### config.mk
export PLATFORM = sky130hd
export DESIGN_NAME = lfsr_bank
export DESIGN_NICKNAME = d
export VERILOG_FILES = /design/src/rtl/lfsr_bank_pkg.sv /design/src/rtl/lfsr_bank_chan.sv /design/src/rtl/lfsr_bank.sv
export SDC_FILE = /design/constraint.sdc
export NUM_CORES = 1
export LEC_CHECK = 0
export CORE_UTILIZATION = 62
export CTS_CLUSTER_DIAMETER = 120
export DETAILED_ROUTE_END_ITERATION = 16
export DONT_BUFFER_PORTS = 1
export GPL_TIMING_DRIVEN = 1
export PLACE_DENSITY_LB_ADDON = 0.2
export SETUP_SLACK_MARGIN = 0.1
export SLEW_MARGIN = 20
export SYNTH_ARGS = -nofsm -noshare
export SYNTH_HDL_FRONTEND = slang
export SYNTH_SLANG_ARGS = --single-unit
### constraint.sdc
create_clock -name Clk -period 2.21 [get_ports Clk]
set_input_delay 0.221 -clock Clk [delete_from_list [all_inputs] [get_ports Clk]]
set_output_delay 0.221 -clock Clk [all_outputs]
set_load 0.01 [all_outputs]
### src/rtl/lfsr_bank_pkg.sv
// Shared types and constants for lfsr_bank: FSM states, XNOR tap masks and seed sanitising.
package lfsr_bank_pkg;

    typedef enum logic {
        WARM,
        READY
    } state_t;

    // Tap masks (bit index = stage) for maximal-length XNOR Fibonacci LFSRs, W = 3..16.
    function automatic logic [15:0] tap_mask(input int unsigned w);
        logic [15:0] m;
        case (w)
            3:       m = 16'h0006;
            4:       m = 16'h000C;
            5:       m = 16'h0014;
            6:       m = 16'h0030;
            7:       m = 16'h0060;
            8:       m = 16'h00B8;
            9:       m = 16'h0110;
            10:      m = 16'h0240;
            11:      m = 16'h0500;
            12:      m = 16'h0829;
            13:      m = 16'h100D;
            14:      m = 16'h2015;
            15:      m = 16'h6000;
            16:      m = 16'hD008;
            default: m = 16'h000C;
        endcase
        return m;
    endfunction

    // All-ones is the XNOR lock-up state, so it is never allowed as a seed.
    function automatic logic [15:0] fix_seed(input logic [15:0] v, input int unsigned w);
        logic [15:0] m;
        m = 16'((17'd1 << w) - 17'd1);
        if ((v & m) == m)
            return '0;
        return v & m;
    endfunction

endpackage

### src/rtl/lfsr_bank_chan.sv
// One XNOR Fibonacci LFSR channel with step, seed load and (LFSR_BANK_LOCKUP_EN) lock-up recovery.
module lfsr_chan
    import lfsr_bank_pkg::*;
#(
    parameter int unsigned      W    = 4,
    parameter logic [W-1:0]     SEED = '0
) (
    input  logic         Clk,
    input  logic         Reset_n,
    input  logic         step,
    input  logic         load,
    input  logic [W-1:0] load_val,
    output logic [W-1:0] state
`ifdef LFSR_BANK_LOCKUP_EN
    ,
    output logic         lockup
`endif
);

    localparam logic [W-1:0] TAPS = W'(tap_mask(W));

    logic [W-1:0] s;
    logic         fb;

    assign fb    = ~^(s & TAPS);
    assign state = s;

`ifdef LFSR_BANK_LOCKUP_EN
    assign lockup = (s == '1);
`endif

    always_ff @(posedge Clk or negedge Reset_n) begin
        if (!Reset_n)
            s <= SEED;
        else if (load)
            s <= load_val;
`ifdef LFSR_BANK_LOCKUP_EN
        else if (s == '1)
            s <= SEED;
`endif
        else if (step)
            s <= {s[W-2:0], fb};
    end

endmodule

### src/rtl/lfsr_bank.sv
// Bank of N XNOR LFSRs with warm-up, seed load and Req/Valid sampling.
// Optional sticky lock-up detection enabled by defining LFSR_BANK_LOCKUP_EN.
module lfsr_bank
    import lfsr_bank_pkg::*;
#(
    parameter int unsigned W         = 4,
    parameter int unsigned N         = 4,
    parameter int unsigned SEED_BASE = 0,
    parameter int unsigned WARMUP    = 0
) (
    input  logic           Clk,
    input  logic           Reset_n,
    input  logic [N-1:0]   Step,
    input  logic           SeedLoad,
    input  logic [W-1:0]   SeedData,
    input  logic           Req,
    output logic           Valid,
    output logic [N*W-1:0] Out,
    output logic           Busy,
    output logic           Lockup
);

    localparam state_t     START_STATE = (WARMUP == 0) ? READY : WARM;
    localparam logic [7:0] WARMUP8     = 8'(WARMUP);

    state_t         state;
    logic [7:0]     cnt;
    logic           pending;
    logic [W-1:0]   ch [N];
    logic [N*W-1:0] cat;
`ifdef LFSR_BANK_LOCKUP_EN
    logic [N-1:0]   chan_lock;
    logic           lock_q;
`endif

    genvar i;
    for (i = 0; i < N; i++) begin : g_ch
        localparam logic [W-1:0] SEED_I = W'(fix_seed(16'((SEED_BASE + i) % (1 << W)), W));

        lfsr_chan #(
            .W    (W),
            .SEED (SEED_I)
        ) u_chan (
            .Clk      (Clk),
            .Reset_n  (Reset_n),
            .step     ((state == WARM) || Step[i]),
            .load     (SeedLoad),
            .load_val (W'(fix_seed(16'(SeedData ^ W'(i)), W))),
            .state    (ch[i])
`ifdef LFSR_BANK_LOCKUP_EN
            ,
            .lockup   (chan_lock[i])
`endif
        );
    end

    always_comb begin
        cat = '0;
        for (int unsigned k = 0; k < N; k++)
            cat[(N-1-k)*W +: W] = ch[k];
    end

    assign Busy = (state == WARM);

    always_ff @(posedge Clk or negedge Reset_n) begin
        if (!Reset_n) begin
            state   <= START_STATE;
            cnt     <= WARMUP8;
            pending <= 1'b0;
            Valid   <= 1'b0;
            Out     <= '0;
        end else begin
            Valid <= 1'b0;
            if (SeedLoad) begin
                state   <= START_STATE;
                cnt     <= WARMUP8;
                pending <= 1'b0;
            end else begin
                case (state)
                    WARM: begin
                        cnt <= cnt - 8'd1;
                        if (cnt == 8'd1)
                            state <= READY;
                        if (Req)
                            pending <= 1'b1;
                    end
                    READY: begin
                        // cat holds the pre-step channel values of this cycle
                        if (Req || pending) begin
                            Valid   <= 1'b1;
                            Out     <= cat;
                            pending <= 1'b0;
                        end
                    end
                    default: state <= START_STATE;
                endcase
            end
        end
    end

`ifdef LFSR_BANK_LOCKUP_EN
    always_ff @(posedge Clk or negedge Reset_n) begin
        if (!Reset_n)
            lock_q <= 1'b0;
        else if (|chan_lock)
            lock_q <= 1'b1;
    end
    assign Lockup = lock_q;
`else
    assign Lockup = 1'b0;
`endif

endmodule

Word-level counts from Yosys, hierarchy flattened
Index checks and enable logic that the tools add are counted.
{ "op_classes": {"reduce_logical": 15, "eq_ne": 8, "muxes": 32, "add_sub_neg": 1, "bitwise": 5} }
{ "ops": {"columns": ["op", "n"], "rows": [
  ["2-to-1 mux 4 bit", 16],
  ["== test 4 bit, second input constant", 4],
  ["2-to-1 mux 8 bit", 2],
  ["XNOR reduction 4 bit", 4],
  ["2-to-1 mux 1 bit", 13],
  ["== test 8 x 1 -> 1 bit, second input constant", 1],
  ["nonzero test 2 bit", 4],
  ["subtractor 8 x 1 -> 8 bit, second input constant", 1],
  ["logical OR 1 bit", 5],
  ["NOT 1 bit", 4],
  ["!= test 3 x 2 -> 1 bit, second input constant", 1],
  ["!= test 3 bit, second input constant", 1],
  ["AND reduction 3 bit", 1],
  ["!= test 2 bit, second input constant", 1],
  ["NOT 2 bit", 1],
  ["one-hot mux 1 bit (2 select lines)", 1],
  ["AND reduction 2 bit", 1]
]} }
{ "word_totals": {"reg_bits": 43, "inputBits": 12} }

Depth between registers and ports, before layout
{ "depth": {"ltp_word": 5, "ltp_mapped": 5, "mapped_depth_nobuf": 5} }

Cells and area by module
From an unflattened synthesis, not the netlist that was laid out.
{ "hier_totals": {"hier_cells": 179, "area_unflattened_um2": 2058.2} }
{ "modules_own_cells": {"columns": ["module", "area_per_inst_um2", "n_inst", "cells_per_inst", "seq_area_each_um2"], "rows": [
  ["lfsr_bank", 1287.5, 1, 115, 676.9],
  ["lfsr_chan (g_ch[1].u_chan ...)", 192.7, 2, 16, 101.3],
  ["lfsr_chan (g_ch[3].u_chan)", 193.9, 1, 16, 102.6],
  ["lfsr_chan (g_ch[0].u_chan)", 191.4, 1, 16, 100.1]
]} }

Worst setup path before layout
OpenSTA, ideal clock, no wires.
{ "synth_timing": {"path_type": "register to register", "start": "reg state", "end": "reg Out[10]", "arrival_ns": 1.609, "path_buffers": 2, "t_required_ns": 2.085, "synth_period_minus_slack_ns": 1.733, "setup_slack_ns": 0.477, "stages_incl_launch_ff": 6, "path_cell_list": "dfstp_2 > buf_4 > inv_1 > nor3_4 > buf_6 > mux2_2"} }
{ "synth_via": {"elab_chain_len": 1} }
{ "synth_lines": {"columns": ["item", "line", "rtl"], "rows": [
  ["start, declared", "lfsr_bank.sv:26", "state_t state;"],
  ["start signal, assigned", "lfsr_bank.sv:67", "state <= START_STATE;"],
  ["start signal, assigned", "lfsr_bank.sv:75", "state <= START_STATE;"],
  ["start signal, assigned", "lfsr_bank.sv:83", "state <= READY;"],
  ["AND reduction 3 bit (no line)", null, null],
  ["end signal, assigned", "lfsr_bank.sv:91", "Out <= cat;"],
  ["end, declared", "lfsr_bank.sv:18", "output logic [N*W-1:0] Out,"]
]} }
Every way passes these cells.
A chain may end at the register's enable or synchronous reset.

Final worst setup path
{ "layout_timing": {"start": "reg cnt[0]", "end": "reg cnt[6]"} }
{ "layout_via": {"elab_chain_len": 3} }
{ "layout_lines": {"columns": ["item", "line", "rtl"], "rows": [
  ["start, declared", "lfsr_bank.sv:27", "logic [7:0] cnt;"],
  ["start signal, assigned", "lfsr_bank.sv:81", "cnt <= cnt - 8'd1;"],
  ["subtractor 8 x 1 -> 8 bit", "lfsr_bank.sv:81", null],
  ["2-to-1 mux 8 bit", "lfsr_bank.sv:79", "case (state)"],
  ["2-to-1 mux 8 bit", "lfsr_bank.sv:74", "if (SeedLoad) begin"]
]} }
Every way passes these cells. The select of a mux whose other input is x is not followed.

==> flow_summary.ini <==
[yosys]
synth_area_per_cell_um2 = 10.7
yosys_register_bits = 43
syn_nets = 206
postSynthCellCount = 192
synth_area_leader_cell = sky130_fd_sc_hd__dfrtp_1
synth_enable_flop_cells = 0
synthesis.yosys.warnings = 0
share_of_synthesized_area_occupied_by_flip_flops_and_latches_pct = 52.5
synth.distinct_cells = 36
netlist.area_leader.share_pct = 46.1
largest_cells_by_area_after_synthesis = sky130_fd_sc_hd__dfrtp_1 (46%), sky130_fd_sc_hd__mux2_2 (8.7%), sky130_fd_sc_hd__dfstp_2 (6.4%), sky130_fd_sc_hd__a21oi_1 (4.1%), sky130_fd_sc_hd__nor2_1 (4.0%)
ys_async_sr_fraction_pct = 100
synth_area_mm2 = 0.00206
synth_flop_cell = sky130_fd_sc_hd__dfrtp_1

[sta]
fin_skew_ps = 10.1
sum_of_negative_setup_slack_ps = 0
final_period_minus_worst_setup_slack_ps = 1760
timing.final.max_slew_violations = 0
fmax_mhz = 568
grt_setup_unrepaired = false
timing_hold_violations_final = 0
setup_viol = 0
period_share_pct = 79.7
setup_slack_ps = 449

[worst_hold_path]
min-delay-start = SeedData[0]
holdCritPathClass = primary input to register

[setup_path]
ff2ff_path_depth = 5
slowest_delay_ps = 470
endpoint_kind = register
timing.critical_path.required_ps = 2490
startpoint_type = register
critical_path.startpoint = cnt[0]
rr_startpoint = cnt[0]
critPathCapture = cnt[6]
rrSetupSlack_ps = 450
crit_path_top_delay_cell = sky130_fd_sc_hd__or4b_4
cp_max_fo = 5
critical_setup_path_kind = register to register
timing.rr.end = cnt[6]
critPathArrivalTime_ps = 2040
crit_path_cell_trace = inv_1 > ha_1 > or4b_4 > or4_1 > a21oi_1

[die]
core-area_mm2 = 0.00310
floorplan.io_pins = 31
rows = 20
die_height_um = 59.7
fp.dieW_um = 59.7
die-area_mm2 = 0.00356
starting_density_pct = 66.5

[final_layout]
post_route_cells_drive_above_1_share_pct = 19.0
post_layout_nonfiller_instances = 233
n_fill_cell = 252
nets = 202
utilization_pct = 69.1
diodes = 0
area_growth_pct = 4.00
layout.cells.most_common = sky130_fd_sc_hd__dfrtp_1
layout.cells.most_common_list = sky130_fd_sc_hd__dfrtp_1 (38), sky130_fd_sc_hd__nor2_1 (22), sky130_fd_sc_hd__a21oi_1 (17)

[routing]
ant_nets = 0
post-route-drc-count = 0
wl_mm = 3.48
wl_per_cell_um = 15.0
post_drt_via_cell_ratio = 5.90
drt_first_iter_violations = 59
vias = 1374
router_iterations_before_antenna_repair = 4

[clock_network]
clock_path_buffers = 2
cts.htree.levels = 2
cts_resized = 0
cts-buffers-inserted = 5
post_cts.repair.setup_buffers = 0
numClockSinks = 43
tritoncts = built
worst_skew_pair.late_latency_ps = 340
clockRootBuffer = sky130_fd_sc_hd__clkbuf_4
path_clk_slew_ps = 120
post_cts_hold_buffer_count = 3

[pwr]
power.density_mw_per_mm2 = 747
power_frac_seq_pct = 64.3
power.share.combinational_pct = 13.6
internal_power_mw = 1.16
power.switching_fraction_pct = 27.4
power.net_switching_uw = 438
vdd_ir_drop_max_mv = 0.457
power.clock.fraction_pct = 22.1
power.static_leakage_nw = 0.892

[global_routing]
grt_use_total_pct = 22.4
grt_pass1_wl_mm = 5.88
number_of_global_route_vias_before_repair = 1325
grt_remaining_overflow = 0
pin_count_of_the_biggest_net_entering_global_routing = 44
grt_antenna_before_repair = 0

[placed_design]
pre_cts_slack_ps = 472
gp_routability_congestion = 0.786
detailed_place_hpwl_mm = 2.31
port_buf_inserts = 0
placed_cells = 221

[run_status]
run_status = finished clean

[flow_run]
max_cap_viol_count = 0
[synthesized netlist by cell type, drive strengths merged, types with 2 or more instances]
| cell type | instances |
|---|---|
| o21ai | 3 |
| xor2 | 7 |
| nor3 | 2 |
| o31ai | 2 |
| or3b | 4 |
| o21a | 2 |
| a31oi | 11 |
| mux2 | 16 |
| ha | 2 |
| a21oi | 17 |
| or3 | 2 |
| dfrtp | 38 |
| nand2b | 3 |
| buf | 7 |
| nor2b | 12 |
| nor2 | 22 |
| dfstp | 5 |
| nand3 | 4 |
| clkbuf | 9 |
| nand2 | 4 |
| inv | 3 |
| or4 | 5 |
| o211ai | 3 |
[cell type report]
| cell class | count | area (um2) | share of cell area (%) |
|---|---|---|---|
| flip-flops and latches | 43 | 1080 | 50.5 |
| inverters | 3 | 11.3 | 0.525 |
| well taps | 44 | 55.1 | 2.57 |
| multi-input cells | 130 | 888 | 41.4 |
| clock inverters | 1 | 5.00 | 0.233 |
| clock buffers | 7 | 45.0 | 2.10 |
| repair buffers | 5 | 57.6 | 2.68 |
[worst max-delay path: cells and delay by family (launching register included)]
family                     cells  cell delay (ps)
buffers and inverters          1               80
and+or+nand+nor                2              870
adders and majority gates      1              160
DFF                            1              440
AOI/OAI and AO/OA              1              150
[sequential cells by signal (all words and copies together) (netlist names)]
name and flops:
Valid 1, pending 1, Out 16, cnt 8
g_ch.u_chan.state 16, state 1
[worst min path at each step]
stage	endpoint	slack, ps	cells past startpoint
after global placement	cnt[4]	-70	0
final	g_ch[2].u_chan.state[0]	40	2
after global routing	g_ch[2].u_chan.state[0]	9	2
after floorplan	Out[0]	-70	0
after CTS	g_ch[3].u_chan.state[0]	20	2
after detailed placement	cnt[4]	-70	0
[stage by stage]
stage	power [mW]	hold WS [ps]	cell area, um2
final	1.60	36.6	2140
after global routing	1.70	9.23	2140
after CTS	1.62	21.8	2130
after detailed placement	1.25	-73.7	2040
after global placement	1.23	-73.7	2040
after floorplan	1.22	-74.6	2060
[routing by layer]
| layer | GRT usage (%) | wire (um) | vias to the layer above |
|---|---|---|---|
| met5 | 0 | 0 | - |
| met4 | 6.98 | 48 | 0 |
| met3 | 7.36 | 187 | 8 |
| met2 | 36.5 | 1730 | 30 |
| met1 | 28.3 | 1520 | 675 |
| li1 | - | - | 661 |
[logic make-up (layout without fill, tap and decap cells)]
group / count (synthesis) / after routing / share of synthesized area, %
simple gates: 63 / 63 / 18.0
flops: 43 / 43 / 52.5
compound gates: 40 / 40 / 11.6
buf+inv: 19 / 16 / 4.43
mux: 16 / 16 / 8.74
xor+xnor: 8 / 8 / 3.40
fa+ha+maj: 2 / 2 / 1.21
other cells: 1 / 1 / 0.182
[power groups by stage]
stage | logic [mW] | registers (mW) | clock network (mW)
final | 0.218 | 1.03 | 0.354
after global routing | 0.245 | 1.05 | 0.402
after floorplan | 0.195 | 1.02 | 0
after global placement | 0.185 | 1.05 | 0
after detailed placement | 0.195 | 1.05 | 0
after CTS | 0.220 | 1.04 | 0.366
Note: power is estimated with default switching activity, not from simulation.
==> patch 1, RTL diff (same flow settings) <==
Add an input register stage for `Step`, `SeedLoad`, `SeedData` and `Req`; this delays them by one clock.
--- a/src/rtl/lfsr_bank.sv
+++ b/src/rtl/lfsr_bank.sv
@@ -24,4 +24,16 @@
     localparam logic [7:0] WARMUP8     = 8'(WARMUP);
 
+    logic [N-1:0] Step_q;
+    logic SeedLoad_q;
+    logic [W-1:0] SeedData_q;
+    logic Req_q;
+
+    always_ff @(posedge Clk) begin
+        Step_q     <= Step;
+        SeedLoad_q <= SeedLoad;
+        SeedData_q <= SeedData;
+        Req_q      <= Req;
+    end
+
     state_t         state;
     logic [7:0]     cnt;
@@ -44,7 +56,7 @@
             .Clk      (Clk),
             .Reset_n  (Reset_n),
-            .step     ((state == WARM) || Step[i]),
-            .load     (SeedLoad),
-            .load_val (W'(fix_seed(16'(SeedData ^ W'(i)), W))),
+            .step     ((state == WARM) || Step_q[i]),
+            .load     (SeedLoad_q),
+            .load_val (W'(fix_seed(16'(SeedData_q ^ W'(i)), W))),
             .state    (ch[i])
 `ifdef LFSR_BANK_LOCKUP_EN
@@ -72,5 +84,5 @@
         end else begin
             Valid <= 1'b0;
-            if (SeedLoad) begin
+            if (SeedLoad_q) begin
                 state   <= START_STATE;
                 cnt     <= WARMUP8;
@@ -82,10 +94,10 @@
                         if (cnt == 8'd1)
                             state <= READY;
-                        if (Req)
+                        if (Req_q)
                             pending <= 1'b1;
                     end
                     READY: begin
                         // cat holds the pre-step channel values of this cycle
-                        if (Req || pending) begin
+                        if (Req_q || pending) begin
                             Valid   <= 1'b1;
                             Out     <= cat;
Check against the original RTL: not equivalent (a bounded check fails within 4 cycles, from zero or initial values and one cycle with Reset_n low).
==> patch 1 against the original RTL <==
- combinational power rose by 7%
- sequential power rose by 20%
- global-route usage rose by 0.35 points
- via count rose by 8.2%
- routed wire length rose by 10%
- count of clock-buffer cells in the layout fell by 1
- worst setup slack got worse by 0.037 ns
- utilization rose by 3.5 points
- worst hold slack improved by 0.26 ns
- area after synthesis rose by 9.7%
- sequential cell count rose by 10
- final area rose by 16%
- power rose by 27%
- critical path type unchanged
- largest cell class unchanged
- highest routed layer unchanged
==> patch 1: results (changes against the original RTL) <==
[grt]
grt_usage_pct = 22.76  ; was 22.41%
grt_pass1_wl_mm = 6.893  ; was 5.878 mm
grt_overflow_total = 0  ; unchanged
grt_pass1_vias = 1565  ; was 1325
grt_max_degree = 44  ; unchanged
antenna_found_initial = 0  ; unchanged

[setup_path]
start_kind = register  ; unchanged
rr_startpoint = state  ; was cnt[0]
arrival_ns = 2.07  ; was 2.04 ns
critPathMaxFanout = 17  ; was 5

[min_path]
min_path_type = in2async  ; was in2reg

[synth]
seq_area_frac_synth_pct = 56.69  ; was 52.49%
mappedNetlistNets = 216  ; was 206
synth_flop_cell = dfrtp_1  ; unchanged
synth_xor_area_share_pct = 3.097  ; was 3.398%
synth_top_family_by_area = simple AND/OR/NAND/NOR gates  ; unchanged
synth_area_leaders = dfrtp_1, dfxtp_1, mux2_2, dfstp_2, a21oi_1  ; was dfrtp_1, mux2_2, dfstp_2, a21oi_1, nor2_1
synth_common_cells = dfrtp_1, nor2_1, a21oi_1, mux2_2, nor2b_1  ; unchanged
async_reset_ff_share_pct = 81.13  ; was 100.0%
synth_compound_area_share_pct = 10.56  ; was 11.59%
synth.distinct_cells = 37  ; was 36
yosysWarnings = 0  ; unchanged
synth_adder_area_share_pct = 1.106  ; was 1.214%
synthMuxAreaShare_pct = 7.965  ; was 8.738%

[finish]
insertedDiodeCount = 0  ; unchanged
reg.largest.list = Out: 16 flops, g_ch.u_chan.state: 16 flops, cnt: 8 flops  ; unchanged
drive_gt1_share_pct = 19.14  ; was 19.05%

[route]
drtPass1Iterations = 4  ; unchanged
num_vias = 1486  ; was 1374
drt-initial-drc-count = 79  ; was 59
wl_per_cell_microns = 15.02  ; was 14.95 microns

[clocking]
cts_max_level = 2  ; unchanged
insertion_delay_ns = 0.37  ; was 0.34 ns
cts-root-buf = clkbuf_4  ; unchanged
ctsHoldBuffers = 12  ; was 3
cts_inserted_buffers = 5  ; unchanged
clk_pin_slew_ns = 0.15  ; was 0.12 ns
post-cts-setup-buffers = 0  ; unchanged
clock_path_buffers = 2  ; unchanged
cts_resized = 0  ; unchanged

[sta]
skew_ns = 0.009341  ; was 0.01008 ns
max_slew_margin_pct = 55.81
timing.fmax_mhz = 556.1  ; was 567.8 MHz

[placed_design]
gp_congestion = 0.7773  ; was 0.7862
place_ws_ns = 0.4158  ; was 0.4717 ns
dpl.hpwl_mm = 2.562  ; was 2.312 mm
portBuffers = 0  ; unchanged

[pwr]
vdd_drop_max_mv = 0.6027  ; was 0.4573 mV
p_leak_nw = 1.035  ; was 0.8920 nW

[outcome]
status = finished, final reports clean  ; unchanged

[patch 1: cells by family (layout without fill, tap and decap cells)]
family                     Yosys count  count (layout)
and+or+nand+nor                     63              63
DFF                                 53              53
AOI/OAI and AO/OA                   40              40
buffers and inverters               19              26
muxes                               16              16
xor gates and xnor gates             8               8
adders and majority gates            2               2
other                                1               1
[patch 1: critical path, cell delays in order (launching register included)]
cell and delay (ns):
dfstp_2 0.70, inv_1 0.17, nor3_4 0.18, buf_4 0.28, mux2_2 0.37
[patch 1: routing by layer]
metal	track usage (%)	vias up	wire length, microns
li1	-	711	-
met1	28.13	743	1693
met2	38.32	25	1934
met3	4.927	7	136
met4	10.17	0	67
met5	0	-	0
[patch 1: layout make-up]
class / instances / area, sq um
Tap cell: 46 / 57.56
Multi-Input combinational cell: 130 / 888.4
Fill cell: 262 / 934.6
Timing Repair Buffer: 15 / 152.6
Inverter: 3 / 11.26
Clock inverter: 2 / 37.54
Clock buffer: 6 / 51.30
Sequential cell: 53 / 1282
[patch 1: stage by stage]
| stage | instance area (sq um) | power [W] | std cells |
|---|---|---|---|
| 2_1_floorplan | 2262 | 0.001415 | 202 |
| 3_3_place_gp | 2262 | 0.001452 | 235 |
| 3_5_place_dp | 2262 | 0.001469 | 235 |
| 4_1_cts | 2481 | 0.002053 | 255 |
| 5_1_grt | 2481 | 0.002131 | 255 |
| 6_report | 2481 | 0.002037 | 255 |
[patch 1: power breakdown]
| group | leakage (nW) | switching [W] | internal, W |
|---|---|---|---|
| clock network | 0.0445 | 0.000291 | 0.000269 |
| logic | 0.385 | 0.0000961 | 0.000138 |
| registers | 0.606 | 0.000140 | 0.00110 |
| total | 1.03 | 0.000527 | 0.00151 |
[patch 1: path summary, 6_finish.rpt]
| kind | end | cells past startpoint | slack, ns |
|---|---|---|---|
| hold reg to reg | g_ch[1].u_chan.state[0] | 2 | 0.53 |
| min in group Clk | Step_q[3] | 1 | 0.38 |
| setup / recovery | Out[15] | 4 | 0.41 |
| setup reg to reg | Out[15] | 4 | 0.41 |
| hold / removal | g_ch[2].u_chan.state[2] | 2 | 0.29 |
| max in group asynchronous | g_ch[3].u_chan.state[0] | 2 | 1.64 |
==> patch 2, RTL diff (same flow settings) <==
Made on the original files. The option `LFSR_BANK_LOCKUP_EN` is turned on by a define.
--- a/src/rtl/lfsr_bank_chan.sv
+++ b/src/rtl/lfsr_bank_chan.sv
@@ -1,3 +1,5 @@
 // One XNOR Fibonacci LFSR channel with step, seed load and (LFSR_BANK_LOCKUP_EN) lock-up recovery.
+`define LFSR_BANK_LOCKUP_EN
+
 module lfsr_chan
     import lfsr_bank_pkg::*;
Check against the original RTL: no difference found for any inputs over 4 cycles, from zero or initial values and one cycle with Reset_n low; that may be too few to reach the edited logic, so the function may still have changed.
==> patch 2 against the original RTL <==
- first-iteration DRC count increased by 24%
- critical endpoint unchanged
- routed wire length increased by 22%
- final cell count increased by 10%
- power increased by 5.9%
- largest power group unchanged
- highest routed layer unchanged
- worst setup slack got worse by 0.078 ns
- sequential cell count increased by 1
- final area increased by 8.5%
- area after synthesis increased by 7.6%
==> patch 2: results (changes against the original RTL) <==
[outcome]
status = finished, final reports clean  ; unchanged

[route]
viasPerCell = 6.257  ; was 5.897
routed_wl_mm = 4.266  ; was 3.484 mm
wl_met2_mm = 2.075  ; was 1.727 mm
num_vias = 1608  ; was 1374
m1WireLength_mm = 1.846  ; was 1.520 mm

[sta]
setup_ws_ns = 0.3707  ; was 0.4487 ns
fin_hold_ws_ns = 0.02566  ; was 0.03657 ns

[grt]
grt_max_degree = 45  ; was 44
grt_usage_pct = 25.32  ; was 22.41%

[finish]
drive_gt1_share_pct = 18.01  ; was 19.05%
final_nets = 228  ; was 202

[pwr]
power_frac_comb_pct = 15.7  ; was 13.6%
clockPowerShare_pct = 20.7  ; was 22.1%
seq-power_w = 0.00108  ; was 0.00103 W
p_sw_share_pct = 28.47  ; was 27.35%
vdd_drop_max_mv = 0.4450  ; was 0.4573 mV

[synth]
synth_xor_area_share_pct = 1.578  ; was 3.398%
seq_area_frac_synth_pct = 49.89  ; was 52.49%
synthMuxAreaShare_pct = 8.117  ; was 8.738%
synth_adder_area_share_pct = 3.382  ; was 1.214%
synth.distinct_cells = 38  ; was 36
synth_common_cells = dfrtp_1, nor2_1, mux2_2, a21oi_1, nand3_1  ; was dfrtp_1, nor2_1, a21oi_1, mux2_2, nor2b_1

[placed_design]
place_area_sq_um = 2226  ; was 2044 sq um
place_ws_ns = 0.3852  ; was 0.4717 ns
dp_cells = 245  ; was 221

[setup_path]
r2r_slack_ns = 0.37  ; was 0.45 ns

## patch 2: changes by cell type in the layout (fill, tap and decap cells not counted), sizes merged, moves of 4 or more
| cell | unedited run | this run |
|---|---|---|
| o21ai | 3 | 8 |
| o311ai | 0 | 5 |
| nor3b | 0 | 6 |
| xor2 | 7 | 3 |
| a31oi | 11 | 5 |
| inv | 3 | 7 |
| nor2b | 12 | 7 |
| a2bb2oi | 1 | 5 |
| nand3 | 4 | 10 |
| ha | 2 | 6 |
## patch 2: final cells by class
class / instances / area [sq um]
flip-flops and latches: 44 / 1107
fillers: 266 / 1064
multi-input cells: 146 / 1020
repair buffers: 6 / 65.06
well taps: 46 / 57.56
clock buffers: 7 / 45.04
inverters: 7 / 26.28
clock inverters: 1 / 5.005
## patch 2: path summary, 6_finish.rpt
kind                                    startpoint                 endpoint  cells past startpoint
setup / recovery                            cnt[0]                   cnt[6]                      5
hold / removal                            SeedLoad  g_ch[2].u_chan.state[0]                      2
setup reg to reg                            cnt[0]                   cnt[6]                      5
hold reg to reg            g_ch[1].u_chan.state[0]  g_ch[1].u_chan.state[0]                      2
max in group asynchronous                  Reset_n                    state                      2
min in group asynchronous                  Reset_n                   cnt[7]                      2
## patch 2: logic make-up (layout without fill, tap and decap cells)
| family | Yosys count | after routing |
|---|---|---|
| AO/OA/AOI/OAI | 50 | 50 |
| adder cells (fa/ha/maj) | 6 | 6 |
| flip-flops | 44 | 44 |
| buffers and inverters | 18 | 21 |
| multiplexers | 16 | 16 |
| XOR/XNOR | 4 | 4 |
| AND/OR/NAND/NOR | 70 | 70 |
## patch 2: worst max-delay path, cell delays in order, from the launching register on
cell and delay, ns:
dfrtp_1 0.46, inv_1 0.08, ha_1 0.16, or4b_1 0.50
or4_1 0.42, a21oi_1 0.16
